`src/rtl/calc_pkg.sv`:
```
// rtl/calc_pkg.sv - shared state encoding and default width for calculator operation controllers
package calc_pkg;

   localparam int CALC_WIDTH = 4;

   typedef enum logic [1:0] {
      IDLE = 2'd0,
      RUN  = 2'd1,
      DONE = 2'd2
   } calc_state_t;

endpackage

```
`src/rtl/mult_shift_add_dp.sv`:
```
// rtl/mult_shift_add_dp.sv - shift-and-add multiply datapath driven by load/step strobes
module mult_shift_add_dp
   import calc_pkg::*;
#(
   parameter int WIDTH = CALC_WIDTH
) (
   input  logic                 clk,
   input  logic                 rst,
   input  logic                 load,
   input  logic                 step,
   input  logic [WIDTH-1:0]     multiplicand,
   input  logic [WIDTH-1:0]     multiplier,
   output logic [2*WIDTH-1:0]   acc_step
);

   logic [WIDTH-1:0]   a_reg;
   logic [WIDTH-1:0]   b_reg;
   logic [2*WIDTH-1:0] acc;
   logic [WIDTH:0]     sum;

   // One iteration: conditional add into the upper half, carry kept as the
   // top bit of sum, then the whole {carry, upper, lower} shifts right by one.
   // acc_step is the value the accumulator takes on a step edge, so the
   // controller can capture the final product on that same edge.
   always_comb begin
      sum      = {1'b0, acc[2*WIDTH-1:WIDTH]} + (b_reg[0] ? {1'b0, a_reg} : '0);
      acc_step = (2*WIDTH)'({sum, acc[WIDTH-1:0]} >> 1);
   end

   // Operand latch on load, add-shift iteration on step.
   always_ff @(posedge clk or posedge rst) begin
      if (rst) begin
         a_reg <= '0;
         b_reg <= '0;
         acc   <= '0;
      end else if (load) begin
         a_reg <= multiplicand;
         b_reg <= multiplier;
         acc   <= '0;
      end else if (step) begin
         acc   <= acc_step;
         b_reg <= b_reg >> 1;
      end
   end

endmodule

```
`src/rtl/mult_seq_ctrl.sv`:
```
// rtl/mult_seq_ctrl.sv - sequential multiply controller: FSM, bit counter and product register
module mult_seq_ctrl
   import calc_pkg::*;
#(
   parameter int WIDTH = CALC_WIDTH
) (
   input  logic                 clk,
   input  logic                 rst,
   input  logic                 start,
   input  logic [WIDTH-1:0]     multiplicand,
   input  logic [WIDTH-1:0]     multiplier,
   output logic                 busy,
   output logic                 done,
   output logic [2*WIDTH-1:0]   product
);

   localparam int CW = (WIDTH > 1) ? $clog2(WIDTH) : 1;
   localparam logic [CW-1:0] LAST = CW'(WIDTH - 1);

   calc_state_t        state;
   calc_state_t        state_nxt;
   logic [CW-1:0]      cnt;
   logic               load;
   logic               step;
   logic               zero_op;
   logic [2*WIDTH-1:0] acc_step;

   assign zero_op = (multiplicand == '0) || (multiplier == '0);

   mult_shift_add_dp #(.WIDTH(WIDTH)) u_dp (
      .clk          (clk),
      .rst          (rst),
      .load         (load),
      .step         (step),
      .multiplicand (multiplicand),
      .multiplier   (multiplier),
      .acc_step     (acc_step)
   );

   // State register.
   always_ff @(posedge clk or posedge rst) begin
      if (rst) state <= IDLE;
      else     state <= state_nxt;
   end

   // Next-state and datapath strobes; a zero operand skips RUN entirely.
   always_comb begin
      state_nxt = state;
      load      = 1'b0;
      step      = 1'b0;
      case (state)
         IDLE: begin
            if (start) begin
               load      = 1'b1;
               state_nxt = zero_op ? DONE : RUN;
            end
         end
         RUN: begin
            step = 1'b1;
            if (cnt == LAST) state_nxt = DONE;
         end
         DONE:    state_nxt = IDLE;
         default: state_nxt = IDLE;
      endcase
   end

   // Iteration counter; the edge with cnt at LAST performs the final step.
   always_ff @(posedge clk or posedge rst) begin
      if (rst)       cnt <= '0;
      else if (load) cnt <= '0;
      else if (step) cnt <= cnt + 1'b1;
   end

   // Product changes only on DONE entry: final step result, or zero on early exit.
   always_ff @(posedge clk or posedge rst) begin
      if (rst)                               product <= '0;
      else if (step && cnt == LAST)          product <= acc_step;
      else if (load && zero_op)              product <= '0;
   end

   assign busy = (state != IDLE);
   assign done = (state == DONE);

endmodule
```
`config.mk`:
```
export PLATFORM = sky130hd
export DESIGN_NAME = mult_seq_ctrl
export DESIGN_NICKNAME = d
export VERILOG_FILES = /design/src/rtl/calc_pkg.sv /design/src/rtl/mult_shift_add_dp.sv /design/src/rtl/mult_seq_ctrl.sv
export SDC_FILE = /design/constraint.sdc
export NUM_CORES = 1
export LEC_CHECK = 0
export BUFFER_PORTS_ARGS = -buffer_cell sky130_fd_sc_hd__buf_4
export CAP_MARGIN = 20
export CORE_MARGIN = 5
export CORE_UTILIZATION = 50
export CTS_CLUSTER_SIZE = 40
export DETAILED_ROUTE_END_ITERATION = 8
export PLACE_DENSITY = 0.72
export SYNTH_ARGS = -nofsm -noshare
export SYNTH_HDL_FRONTEND = slang
export SYNTH_SLANG_ARGS = --single-unit
```
`constraint.sdc`:
```
create_clock -name clk -period 3.37 [get_ports clk]
set_clock_uncertainty 0.1 [all_clocks]
set_input_delay 0.337 -clock clk [delete_from_list [all_inputs] [get_ports clk]]
set_output_delay 0.337 -clock clk [all_outputs]
set_load 0.02 [all_outputs]
```
Yosys cells after proc, flatten, opt, wreduce, memory -nomap -nowiden

Index checks and enable logic that the tools add are counted.
W data, S select, Z words.

Register bits after elaboration: 28
Input port bits: 11
Output and inout port bits: 10
Logic and storage cells: 39

Add/subtract/negate cells: 2
Eq/ne operators: 5
Mux-type cells: 16
Reductions and logical operators: 10

Operator list:

| kind                  | count |
|---|---|
| $mux W8               | 4 |
| $mux W4               | 3 |
| $mux W2               | 5 |
| $logic_not A4 Y1      | 2 |
| $reduce_bool A2 Y1    | 3 |
| $add A4 B5 Y5         | 1 |
| $eq A2 B2 Y1 const B  | 2 |
| $ne A2 B2 Y1 const B  | 2 |
| $pmux W2 S2           | 1 |
| $mux W1               | 3 |
| $add A2 B1 Y2 const B | 1 |
| $eq A2 B1 Y1 const B  | 1 |
| $logic_and A1 B1 Y1   | 2 |
| $logic_not A2 Y1      | 1 |
| $reduce_and A2 Y1     | 1 |
| $logic_or A1 B1 Y1    | 1 |

Longest topological paths before layout

Gate-level depths: netlist of the first run.

Depth after elaboration: 5
Gate-level depth with buffers: 7
Gate-level depth less buffers: 6

Hierarchy

Synthesis of the first run repeated with hierarchy kept, for this count alone.

Cells, all modules: 127
Area total of the unflattened synthesis: 1363.8 um^2

Modules (own cells, without submodules):

| module            | times used | cells each | area an instance (um^2) | sequential area each (um^2) |
|---|---|---|---|---|
| mult_shift_add_dp | 1          | 77         | 815.8                   | 375.4 |
| mult_seq_ctrl     | 1          | 50         | 548.0                   | 300.3 |

Worst setup path after synthesis of the first run

Ideal clock, no wire load.

Path kind: register to register
Start: reg u_dp.b_reg[0]
End: reg u_dp.acc[7]
Library setup time: 126 ps
Data arrival time: 1526 ps
Data required time: 3144 ps
Path slack: 1618 ps
Cell stages (with the launch flop): 7
Buffers on the path: 0
Period minus slack after synthesis: 1752 ps
Path through: dfrtp_1 and2_1 ha_1 fa_1 a21o_1 a21oi_1 o21ai_0

Word-level cells in the longest chain between the ends: 4

Ends and longest elaborated chain:

| element                | RTL line                | source |
|---|---|---|
| from (decl)            | mult_shift_add_dp.sv:17 | `logic [WIDTH-1:0] b_reg;` |
| from (signal assigned) | mult_shift_add_dp.sv:38 | `b_reg <= multiplier;` |
| from (signal assigned) | mult_shift_add_dp.sv:42 | `b_reg <= b_reg >> 1;` |
| $mux W4                | mult_shift_add_dp.sv:26 | `sum = {1'b0, acc[2*WIDTH-1:WIDTH]} + (b_reg[0] ? {1'b0, a_reg} : '0);` |
| $add A4 B5 Y5          | mult_shift_add_dp.sv:26 |  |
| $mux W8                | mult_shift_add_dp.sv:40 | `end else if (step) begin` |
| $mux W8                | mult_shift_add_dp.sv:36 | `end else if (load) begin` |
| to (signal assigned)   | mult_shift_add_dp.sv:41 | `acc <= acc_step;` |
| to (decl)              | mult_shift_add_dp.sv:18 | `logic [2*WIDTH-1:0] acc;` |

No other way between the ends. The select of a mux whose other input is x is not followed.
A chain may end at the register's enable or synchronous reset.

Worst setup path after layout of the first run

Start: reg state[0]
End: reg product[6]

Word-level cells in the longest chain between the ends: 4
Elaborated cells between the ends (all ways): 8
Classes of those cells: eq/ne: 1; mux: 3; reduce/logical: 4

Ends and longest elaborated chain:

| element                                                 | RTL line                                 | source |
|---|---|---|
| from (decl)                                             | mult_seq_ctrl.sv:20                      | `calc_state_t state;` |
| from (signal assigned)                                  | mult_seq_ctrl.sv:43                      | `else state <= state_nxt;` |
| $eq A2 B1 Y1 / $logic_not A2 Y1 (equally long branches) | mult_seq_ctrl.sv:51                      | `case (state)` |
| $mux W1                                                 | mult_seq_ctrl.sv:51                      |  |
| $logic_and A1 B1 Y1, on equally long branches           | mult_seq_ctrl.sv:77, mult_seq_ctrl.sv:78 |  |
| $mux W8 / $reduce_bool A2 Y1 (equally long branches)    | -                                        |  |
| to (signal assigned)                                    | mult_seq_ctrl.sv:77                      | `else if (step && cnt == LAST) product <= acc_step;` |
| to (decl)                                               | mult_seq_ctrl.sv:14                      | `output logic [2*WIDTH-1:0] product` |

Parallel ways exist; a longest one is shown, timed or not.

==> impl_metrics.csv, run 1 <==
group,metric,value,unit
run_status,status,"completed",
clock_tree,cts_root_buf,"clkbuf_4",
grt,track_usage,15.77,%
finish,num-fill-cells,227,
placed_design,dpl.cell_count,152,
route,drcViolationCount,0,
critical_path,critPathLaunchType,"register",
min_path,min_to,"u_dp.a_reg[2]$_DFFE_PP0P_",
sta,rsz0062_at_grt,"no",
sta,tightest_slew,582.9,ps
power,p_leak,0.7467,nW
min_path,hp-start,"multiplicand[2]",
logic_synthesis,syn-num-nets,123,
finish,drive_above_1_share,32.03,%
sta,final_max_slew_viol_count,0,
logic_synthesis,synth.ff_latch_count,27,
sta,fin_tns_setup,0,ps
logic_synthesis,synthTopCellsByArea,"dfrtp_1 (53%), ha_1 (4.9%), a22o_1 (4.8%)",
sta,setup_viol_count_final,0,
finish,syn2layout_area_growth,16.47,%
clock_tree,cts_tree,"done",
grt,grt_first_pass_wirelength,4.271,mm
clock_tree,clockBufferDepth,2,
critical_path,path_cells,"nor2b_1, and2_4, a21oi_4, a22o_1",
logic_synthesis,yosys_most_used_dff,"dfrtp_1",
grt,grt_pass1_vias,908,
logic_synthesis,synth-edff-count,0,
critical_path,cp-end-kind,"register",
power,power_density,820.5,nW/um^2
clock_tree,cts_buffers,3,
critical_path,r2r_start,"state[0]$_DFFE_PP0P_",
finish,largest_reg_flops,8,
critical_path,worstPathRequired,3500,ps
finish,reg_top3,"product: 8 flops, u_dp.acc: 7 flops",
finish,antenna_cells,0,
logic_synthesis,synth_most_common_cell,"dfrtp_1",
logic_synthesis,synthesis.area,1284,um^2
critical_path,worstPathArrival,2130,ps
sta,hold_viol,0,
power,worst_ir_drop_vdd,0.4524,mV
route,first_iter_violations,16,
logic_synthesis,yosys_warnings,0,
route,wl_met1,1.167,mm
critical_path,r2r_setup_slack,1370,ps
floorplanning,dieWidth,60.67,um
placed_design,dp_hpwl,1.869,mm
power,switching_share,38.22,%
route,route.top_layer_used,"met4",
sta,fmax,500.2,MHz
logic_synthesis,synth.cells.most_frequent,"dfrtp_1 (27), nand2_1 (9), o21ai_0 (8), a22o_1 (7)",
route,ant_nets,0,
logic_synthesis,ys_async_sr_fraction,100.0,%
power,finalPower,1.227,mW
route,wl_met2,1.218,mm
sta,maxSlewHeadroom,61.06,%
placed_design,placed_area,1444,um^2
power,p_sw,468.9,uW
logic_synthesis,yosys.area.top_type,"dfrtp_1",
clock_tree,clock_latency,320,ps
job,maxCapViolations,0,
grt,grt-ovfl-total,0,
route,drtPass1Iterations,4,
grt,grt_max_degree,28,
sta,fin_crit,1999,ps
grt,antenna_found_initial,0,
clock_tree,htreeDepth,1,
sta,period_share,59.32,%
critical_path,path_class,"reg -> reg",
power,clkPwrFrac,11.5,%
floorplanning,die_h,60.67,um
logic_synthesis,netlist_instances,106,
finish,final_area,1495,um^2
clock_tree,clk_pin_slew,140,ps
logic_synthesis,yosysUniqueCellTypes,29,
critical_path,slowest_stage,"dfrtp_1",
min_path,hold_path.class,"in -> reg",
critical_path,path_depth,4,
floorplanning,die-area,3681,um^2
route,wl_per_cell,16.04,um
power,pwr-share-seq,45.5,%
route,dr_wl_met3,134,um
floorplanning,initial_core_util,51.82,%
logic_synthesis,seq_area_frac_synth,52.63,%
finish,stdcell_count,158,
placed_design,io_buffers,20,
critical_path,r2r-end,"product[6]$_DFFE_PP0P_",
logic_synthesis,synth_top_area_share,52.63,%
clock_tree,cts.sinks,27,
route,vias,876,
critical_path,cp_top_family,"simple AND/OR/NAND/NOR gates",
critical_path,crit_fanout,15,
min_path,holdPathStages,2,
critical_path,crit_path_max_incr_delay,620,ps
logic_synthesis,avgSynthCellArea,12.11,um^2
floorplanning,io_pins,21,
power,intPower,757.9,uW
floorplanning,core,2477,um^2
placed_design,place_congestion,0.7804,
power,combPwrFrac,43.0,%
critical_path,r2r_cells,4,
clock_tree,ctsResizeCount,0,
critical_path,path_buf_inv,0,
finish,largest_register,"product",
route,via_per_inst,5.544,
route,drt-total-wl,2.534,mm
finish,nNetsFinal,146,
floorplanning,rows,18,
timing repair:
action                                 in CTS  in global routing
setup endpoints to repair                   0                  0
buffers inserted                            0                  0
hold buffers                                0                  1
endpoints found under the hold margin       0                 13
power by group through the flow:
stage / registers (mW) / logic [mW] / clock network, mW
final: 0.559 / 0.528 / 0.141
after global routing: 0.579 / 0.585 / 0.162
after CTS: 0.559 / 0.532 / 0.146
after detailed placement: 0.564 / 0.529 / 0
after global placement: 0.560 / 0.515 / 0
after floorplan: 0.566 / 0.366 / 0
kinds of logic (layout without fill, tap and decap cells):
logic type | Yosys count | in the layout | synth area share [%]
adder cells (fa/ha/maj) | 6 | 6 | 6.433
buffers and inverters | 9 | 31 | 3.898
flip-flops | 27 | 27 | 52.63
multiplexers | 4 | 4 | 3.509
XOR/XNOR | 2 | 2 | 1.365
AND/OR/NAND/NOR | 25 | 25 | 11.21
AO/OA/AOI/OAI | 33 | 33 | 20.96
area by class of cell:
| class | instances | area [um^2] | area share (%) |
|---|---|---|---|
| timing repair buffer | 23 | 182.7 | 12.22 |
| sequential | 27 | 675.6 | 45.19 |
| tap | 30 | 37.54 | 2.510 |
| clock buffer | 4 | 26.28 | 1.757 |
| inverter | 4 | 15.01 | 1.004 |
| multi-input combinational | 70 | 558.0 | 37.32 |
cell usage in the layout (no fill, tap or decap), types with 4 or more instances in the layout:
cell,n
a22o_1,7
ha_1,5
buf_4,21
dfrtp_1,27
a22o_2,5
nand2_1,9
mux2_2,4
inv_1,4
o21ai_0,8
and2_1,4
a21oi_1,5
layer usage:
layer	GRT usage, %	vias up
li1	-	420
met1	21.79	439
met2	25.19	15
met3	2.553	2
met4	5.573	0
met5	0	-
worst max path at each step:
stage | start | to | slack [ps]
after CTS | state[0]$_DFFE_PP0P_ | product[6]$_DFFE_PP0P_ | 1410
after detailed placement | state[0]$_DFFE_PP0P_ | product[6]$_DFFE_PP0P_ | 1430
after global routing | state[0]$_DFFE_PP0P_ | product[6]$_DFFE_PP0P_ | 1240
after global placement | u_dp.b_reg[0]$_DFFE_PP0P_ | u_dp.acc[7]$_DFFE_PP0P_ | 1500
final | state[0]$_DFFE_PP0P_ | product[6]$_DFFE_PP0P_ | 1370
after floorplan | u_dp.b_reg[0]$_DFFE_PP0P_ | u_dp.acc[7]$_DFFE_PP0P_ | 1620
stage by stage:
stage	util [%]	setup WS (ps)	hold WS, ps
2_1_floorplan	-	1618	289.7
3_3_place_gp	58.28	1496	374.4
3_5_place_dp	58.28	1435	375.2
4_1_cts	59.34	1413	138.5
5_1_grt	60.35	1238	131.0
6_report	60.35	1371	148.7
Power figures use the tool's default switching activity.
==> run 2, diff against run 1 <==
clock period = 2 ns   (was 3.37 ns; I/O delays follow)
==> run 2 against run 1 <==
Compared with the run above:
- worst setup slack worse by 1200 ps
- wire length is 4.8% lower
- clock power up 78%
- largest cell class unchanged
- sequential power increased by 63%
- sequential share of layout area fell by 1.5 points
- combinational power grew 78%
- maximum frequency increased by 7.9%
- global-route usage is 1.0 points lower
- cell count rose by 3.8%
==> impl_metrics.csv, run 2 (synthesized netlist as in run 1, its figures left out) <==
group,metric,value,unit
sta,rsz0062_at_grt,"no",
grt,grt_pass1_vias,893,
floorplanning,die-area,3681,um^2
critical_path,r2r_setup_slack,150,ps
clock_tree,clock_latency,330,ps
sta,hold_viol,0,
run_status,status,"completed",
critical_path,critPathLaunchType,"register",
clock_tree,clockBufferDepth,2,
power,combPwrFrac,44.7,%
sta,setup_viol_count_final,0,
route,drcViolationCount,0,
sta,fmax,539.7,MHz
critical_path,worstSetupStartpoint,"u_dp.b_reg[0]$_DFFE_PP0P_",
power,clkPwrFrac,11.9,%
critical_path,r2r_cells,6,
sta,tightest_slew,500.9,ps
power,p_leak,0.7737,nW
finish,drive_above_1_share,32.84,%
critical_path,cp-end-kind,"register",
placed_design,place_congestion,0.7910,
clock_tree,cts_root_buf,"clkbuf_4",
placed_design,dp_hpwl,1.767,mm
sta,fin_tns_setup,0,ps
finish,largest_register,"product",
finish,largest_reg_flops,8,
finish,antenna_cells,0,
grt,grt_max_degree,28,
sta,maxSlewHeadroom,66.42,%
critical_path,path_class,"reg -> reg",
power,pwr-share-seq,43.4,%
min_path,holdPathStages,3,
grt,grt-ovfl-total,0,
route,ant_nets,0,
clock_tree,htreeDepth,1,
grt,grt_first_pass_wirelength,4.022,mm
job,maxCapViolations,0,
finish,reg_top3,"product: 8 flops, u_dp.acc: 7 flops",
route,drt-total-wl,2.412,mm
sta,final_max_slew_viol_count,0,
power,intPower,1.312,mW
power,switching_share,37.68,%
grt,antenna_found_initial,0,
clock_tree,cts.sinks,27,
sta,hold_ws,97.08,ps
finish,mostFrequentLayoutCell,"dfrtp_1",
finish,nNetsFinal,152,
min_path,hold_path.class,"in -> reg",
critical_path,r2r_start,"u_dp.b_reg[0]$_DFFE_PP0P_",
sta,period_share,92.65,%
critical_path,crit_fanout,5,
placed_design,io_buffers,20,
route,wl_per_cell,14.71,um
floorplanning,io_pins,21,
route,first_iter_violations,21,
clock_tree,clk_pin_slew,160,ps
floorplanning,dieWidth,60.67,um
critical_path,worstPathArrival,1990,ps
floorplanning,rows,18,
critical_path,r2r-end,"u_dp.acc[7]$_DFFE_PP0P_",
finish,syn2layout_area_growth,20.56,%
min_path,min_to,"u_dp.b_reg[3]$_DFFE_PP0P_",
floorplanning,core,2477,um^2
min_path,hp-start,"start",
power,p_sw,792.8,uW
route,drtPass1Iterations,4,
power,worst_ir_drop_vdd,0.7933,mV
sta,fin_crit,1853,ps
clock_tree,cts_buffers,3,
route,via_per_inst,5.280,
clock_tree,cts_tree,"done",
grt,track_usage,14.74,%
floorplanning,die_h,60.67,um
critical_path,worstPathRequired,2140,ps
clock_tree,cts_setup_buffers,0,
route,vias,866,
finish,layout_common_cells,"dfrtp_1 (27), buf_4 (24), nand2_1 (9)",
power,power_density,1360,nW/um^2
floorplanning,initial_core_util,51.82,%
-- run 2: cell types whose count changed in the layout (fill, tap and decap cells not counted), sizes merged --
cell         change
inv              +1
clkbuf           -1
dlygate4sd3      +4
buf              +2
-- run 2: how the worst max path moves through the flow --
stage / cells after the start / slack [ps] / endpoint
after floorplan: 6 / 250 / u_dp.acc[7]$_DFFE_PP0P_
after global placement: 6 / 200 / u_dp.acc[7]$_DFFE_PP0P_
after detailed placement: 6 / 150 / u_dp.acc[7]$_DFFE_PP0P_
after CTS: 6 / 130 / u_dp.acc[7]$_DFFE_PP0P_
after global routing: 6 / 30 / u_dp.acc[7]$_DFFE_PP0P_
final: 6 / 150 / u_dp.acc[7]$_DFFE_PP0P_
-- run 2: through the flow --
| step | util, % | std cells | instance area [um^2] | setup WS (ps) | power, mW |
|---|---|---|---|---|---|
| 2_1_floorplan | - | 106 | 1284 | 247.8 | 1.569 |
| 3_3_place_gp | 59.19 | 155 | 1466 | 204.8 | 1.843 |
| 3_5_place_dp | 59.19 | 155 | 1466 | 145.3 | 1.872 |
| 4_1_cts | 62.47 | 164 | 1548 | 133.9 | 2.134 |
| 5_1_grt | 62.47 | 164 | 1548 | 25.71 | 2.253 |
| 6_report | 62.47 | 164 | 1548 | 147.0 | 2.104 |
-- run 2: cell type report --
type	instances	area, um^2
Clock inverter	1	8.758
Tap cell	30	37.54
Multi-Input combinational cell	70	558.0
Timing Repair Buffer	29	230.2
Sequential cell	27	675.6
Inverter	4	15.01
Clock buffer	3	22.52
Fill cell	211	929.6
-- run 2: critical path, stage by stage, from the launching register on --
cell	delay, ps
dfrtp_1	430
and2_1	170
ha_1	200
fa_1	400
a21o_1	200
a21oi_1	170
o21ai_0	100
-- run 2: layer usage --
layer / up-vias / track usage (%) / part of all wire [%] / routed length (um)
met5: - / 0 / 0 / 0
met4: 0 / 5.573 / 0 / 0
met3: 0 / 2.553 / 4.8 / 115
met2: 22 / 22.29 / 47 / 1139
met1: 407 / 21.19 / 48 / 1157
li1: 437 / - / - / -
-- run 2: timing repair --
action | CTS | global route
hold endpoints to repair | 31 | 0
gates resized for setup | 0 | 0
hold buffers | 5 | 0
-- run 2: power groups by stage --
stage	sequential [mW]	clock, mW	combinational (mW)
floorplan	0.953	0	0.616
global placement	0.917	0	0.925
detailed placement	0.927	0	0.944
CTS	0.916	0.267	0.952
global route	0.940	0.290	1.02
finish	0.912	0.251	0.941
==> run 3, diff against run 2 <==
CORE_UTILIZATION = 49   (was 50)
PLACE_DENSITY = 0.74   (was 0.72)
clock period = 1.7 ns   (was 2 ns; I/O delays follow)
==> run 3 against run 2 <==
Compared with the run above:
- global-route usage up 0.64 points
- die area up 1.7%
- hold slack worse by 0.96 ps
- worst setup slack worse by 130 ps
- non-clock buffer count up 3
- critical path type unchanged
- largest cell class unchanged
==> impl_metrics.csv, run 3 (synthesized netlist as in run 1, its figures left out) <==
group,metric,value,unit
run_status,status,"completed",
route,via_per_inst,5.521,
power,p_sw,995.6,uW
route,first_iter_violations,19,
clock_tree,cts_tree,"done",
route,ant_nets,0,
power,combPwrFrac,47.9,%
placed_design,place_congestion,0.8037,
sta,setup_viol_count_final,0,
grt,grt_pass1_vias,952,
min_path,hold_path.class,"in -> reg",
floorplanning,dieWidth,61.19,um
clock_tree,clockBufferDepth,2,
finish,layout_common_cells,"dfrtp_1 (27), buf_4 (26), nand2_1 (9)",
route,vias,922,
finish,drive_above_1_share,40.88,%
placed_design,io_buffers,20,
sta,final_max_slew_viol_count,0,
sta,hold_viol,0,
floorplanning,die_h,61.19,um
critical_path,path_class,"reg -> reg",
grt,grt_max_degree,28,
critical_path,cp-end-kind,"register",
sta,tightest_slew,347.0,ps
grt,antenna_found_initial,0,
power,power_density,1613,nW/um^2
floorplanning,die-area,3744,um^2
sta,period_share,99.15,%
sta,fmax,593.3,MHz
finish,nNetsFinal,155,
sta,maxSlewHeadroom,76.79,%
power,intPower,1.643,mW
clock_tree,clock_latency,330,ps
power,p_leak,0.7985,nW
clock_tree,clk_pin_slew,140,ps
clock_tree,cts.sinks,27,
finish,largest_reg_flops,8,
sta,fin_crit,1686,ps
power,pwr-share-seq,41.3,%
job,maxCapViolations,0,
floorplanning,io_pins,21,
critical_path,r2r_setup_slack,10,ps
grt,grt_first_pass_wirelength,4.209,mm
placed_design,dp_hpwl,1.714,mm
finish,reg_top3,"product: 8 flops, u_dp.acc: 7 flops",
floorplanning,core,2500,um^2
clock_tree,cts_root_buf,"clkbuf_4",
critical_path,crit_fanout,4,
route,drt-total-wl,2.581,mm
grt,grt-ovfl-total,0,
critical_path,worstPathRequired,1830,ps
route,drcViolationCount,0,
clock_tree,htreeDepth,1,
clock_tree,cts_buffers,3,
floorplanning,initial_core_util,51.35,%
finish,largest_register,"product",
power,clkPwrFrac,10.8,%
sta,hold_ws,96.12,ps
grt,track_usage,15.38,%
finish,antenna_cells,0,
critical_path,critPathLaunchType,"register",
sta,rsz0062_at_grt,"yes",
floorplanning,rows,18,
route,wl_per_cell,15.46,um
power,worst_ir_drop_vdd,1.030,mV
finish,postLayoutCoreUtil,65.42,%
critical_path,worstPathArrival,1810,ps
finish,syn2layout_area_growth,27.39,%
power,switching_share,37.74,%
finish,num-fill-cells,185,
finish,mostFrequentLayoutCell,"dfrtp_1",
route,drtPass1Iterations,4,
-- run 3: power by group through the flow --
stage / clock network [mW] / logic (mW) / registers, mW
2_1_floorplan: 0 / 0.731 / 1.12
3_3_place_gp: 0 / 1.13 / 1.07
3_5_place_dp: 0 / 1.15 / 1.08
4_1_cts: 0.291 / 1.17 / 1.07
5_1_grt: 0.323 / 1.38 / 1.12
6_report: 0.285 / 1.26 / 1.09
-- run 3: layout make-up --
class	count	area (um^2)	area share, %
Multi-Input combinational cell	70	618.1	37.80
Clock buffer	3	22.52	1.377
Timing Repair Buffer	32	259.0	15.84
Inverter	4	15.01	0.9181
Clock inverter	1	7.507	0.4591
Sequential cell	27	675.6	41.32
Tap cell	30	37.54	2.295
-- run 3: worst max-delay path, cell delays in order (launching register included) --
cell	delay [ps]
dfrtp_1	440
and2_4	160
ha_4	150
fa_2	340
a21o_1	170
a21oi_2	150
o21ai_1	70
-- run 3: metrics by stage --
stage | TNS (ps) | setup WS (ps) | instance area (um^2) | power, mW | std cells
final | 0 | 14.48 | 1635 | 2.638 | 167
after global routing | -34.05 | -19.35 | 1635 | 2.827 | 167
after floorplan | 0 | 13.12 | 1290 | 1.852 | 106
after detailed placement | -90.43 | -52.05 | 1488 | 2.229 | 157
after global placement | -18.43 | -18.43 | 1488 | 2.200 | 157
after CTS | -5.959 | -5.959 | 1574 | 2.527 | 166
-- run 3: timing repair --
action | 4_1_cts | 5_1_grt
pin swaps | 4 | 8
endpoints found under the setup margin | 4 | 8
hold endpoints to repair | 31 | 0
hold buffers | 5 | 0
gates cloned | 0 | 0
buffers inserted | 0 | 1
resized for setup | 3 | 8
-- run 3: final timing paths --
kind / startpoint / to / depth (start not counted)
max: u_dp.b_reg[0]$_DFFE_PP0P_ / u_dp.acc[7]$_DFFE_PP0P_ / 6
min in group asynchronous: rst / cnt[1]$_DFFE_PP0P_ / 4
max reg2reg: u_dp.b_reg[0]$_DFFE_PP0P_ / u_dp.acc[7]$_DFFE_PP0P_ / 6
max in group asynchronous: rst / u_dp.b_reg[0]$_DFFE_PP0P_ / 4
min: start / u_dp.b_reg[3]$_DFFE_PP0P_ / 3
min reg2reg: product[7]$_DFFE_PP0P_ / product[7]$_DFFE_PP0P_ / 1
-- run 3: routing by layer --
metal  GRT usage, %  wire (um)  vias to the layer above
met4          5.573         35                        0
met1          20.43       1148                      461
li1               -          -                      443
met2          24.92       1309                       14
met3          3.145         88                        4
met5              0          0                        -
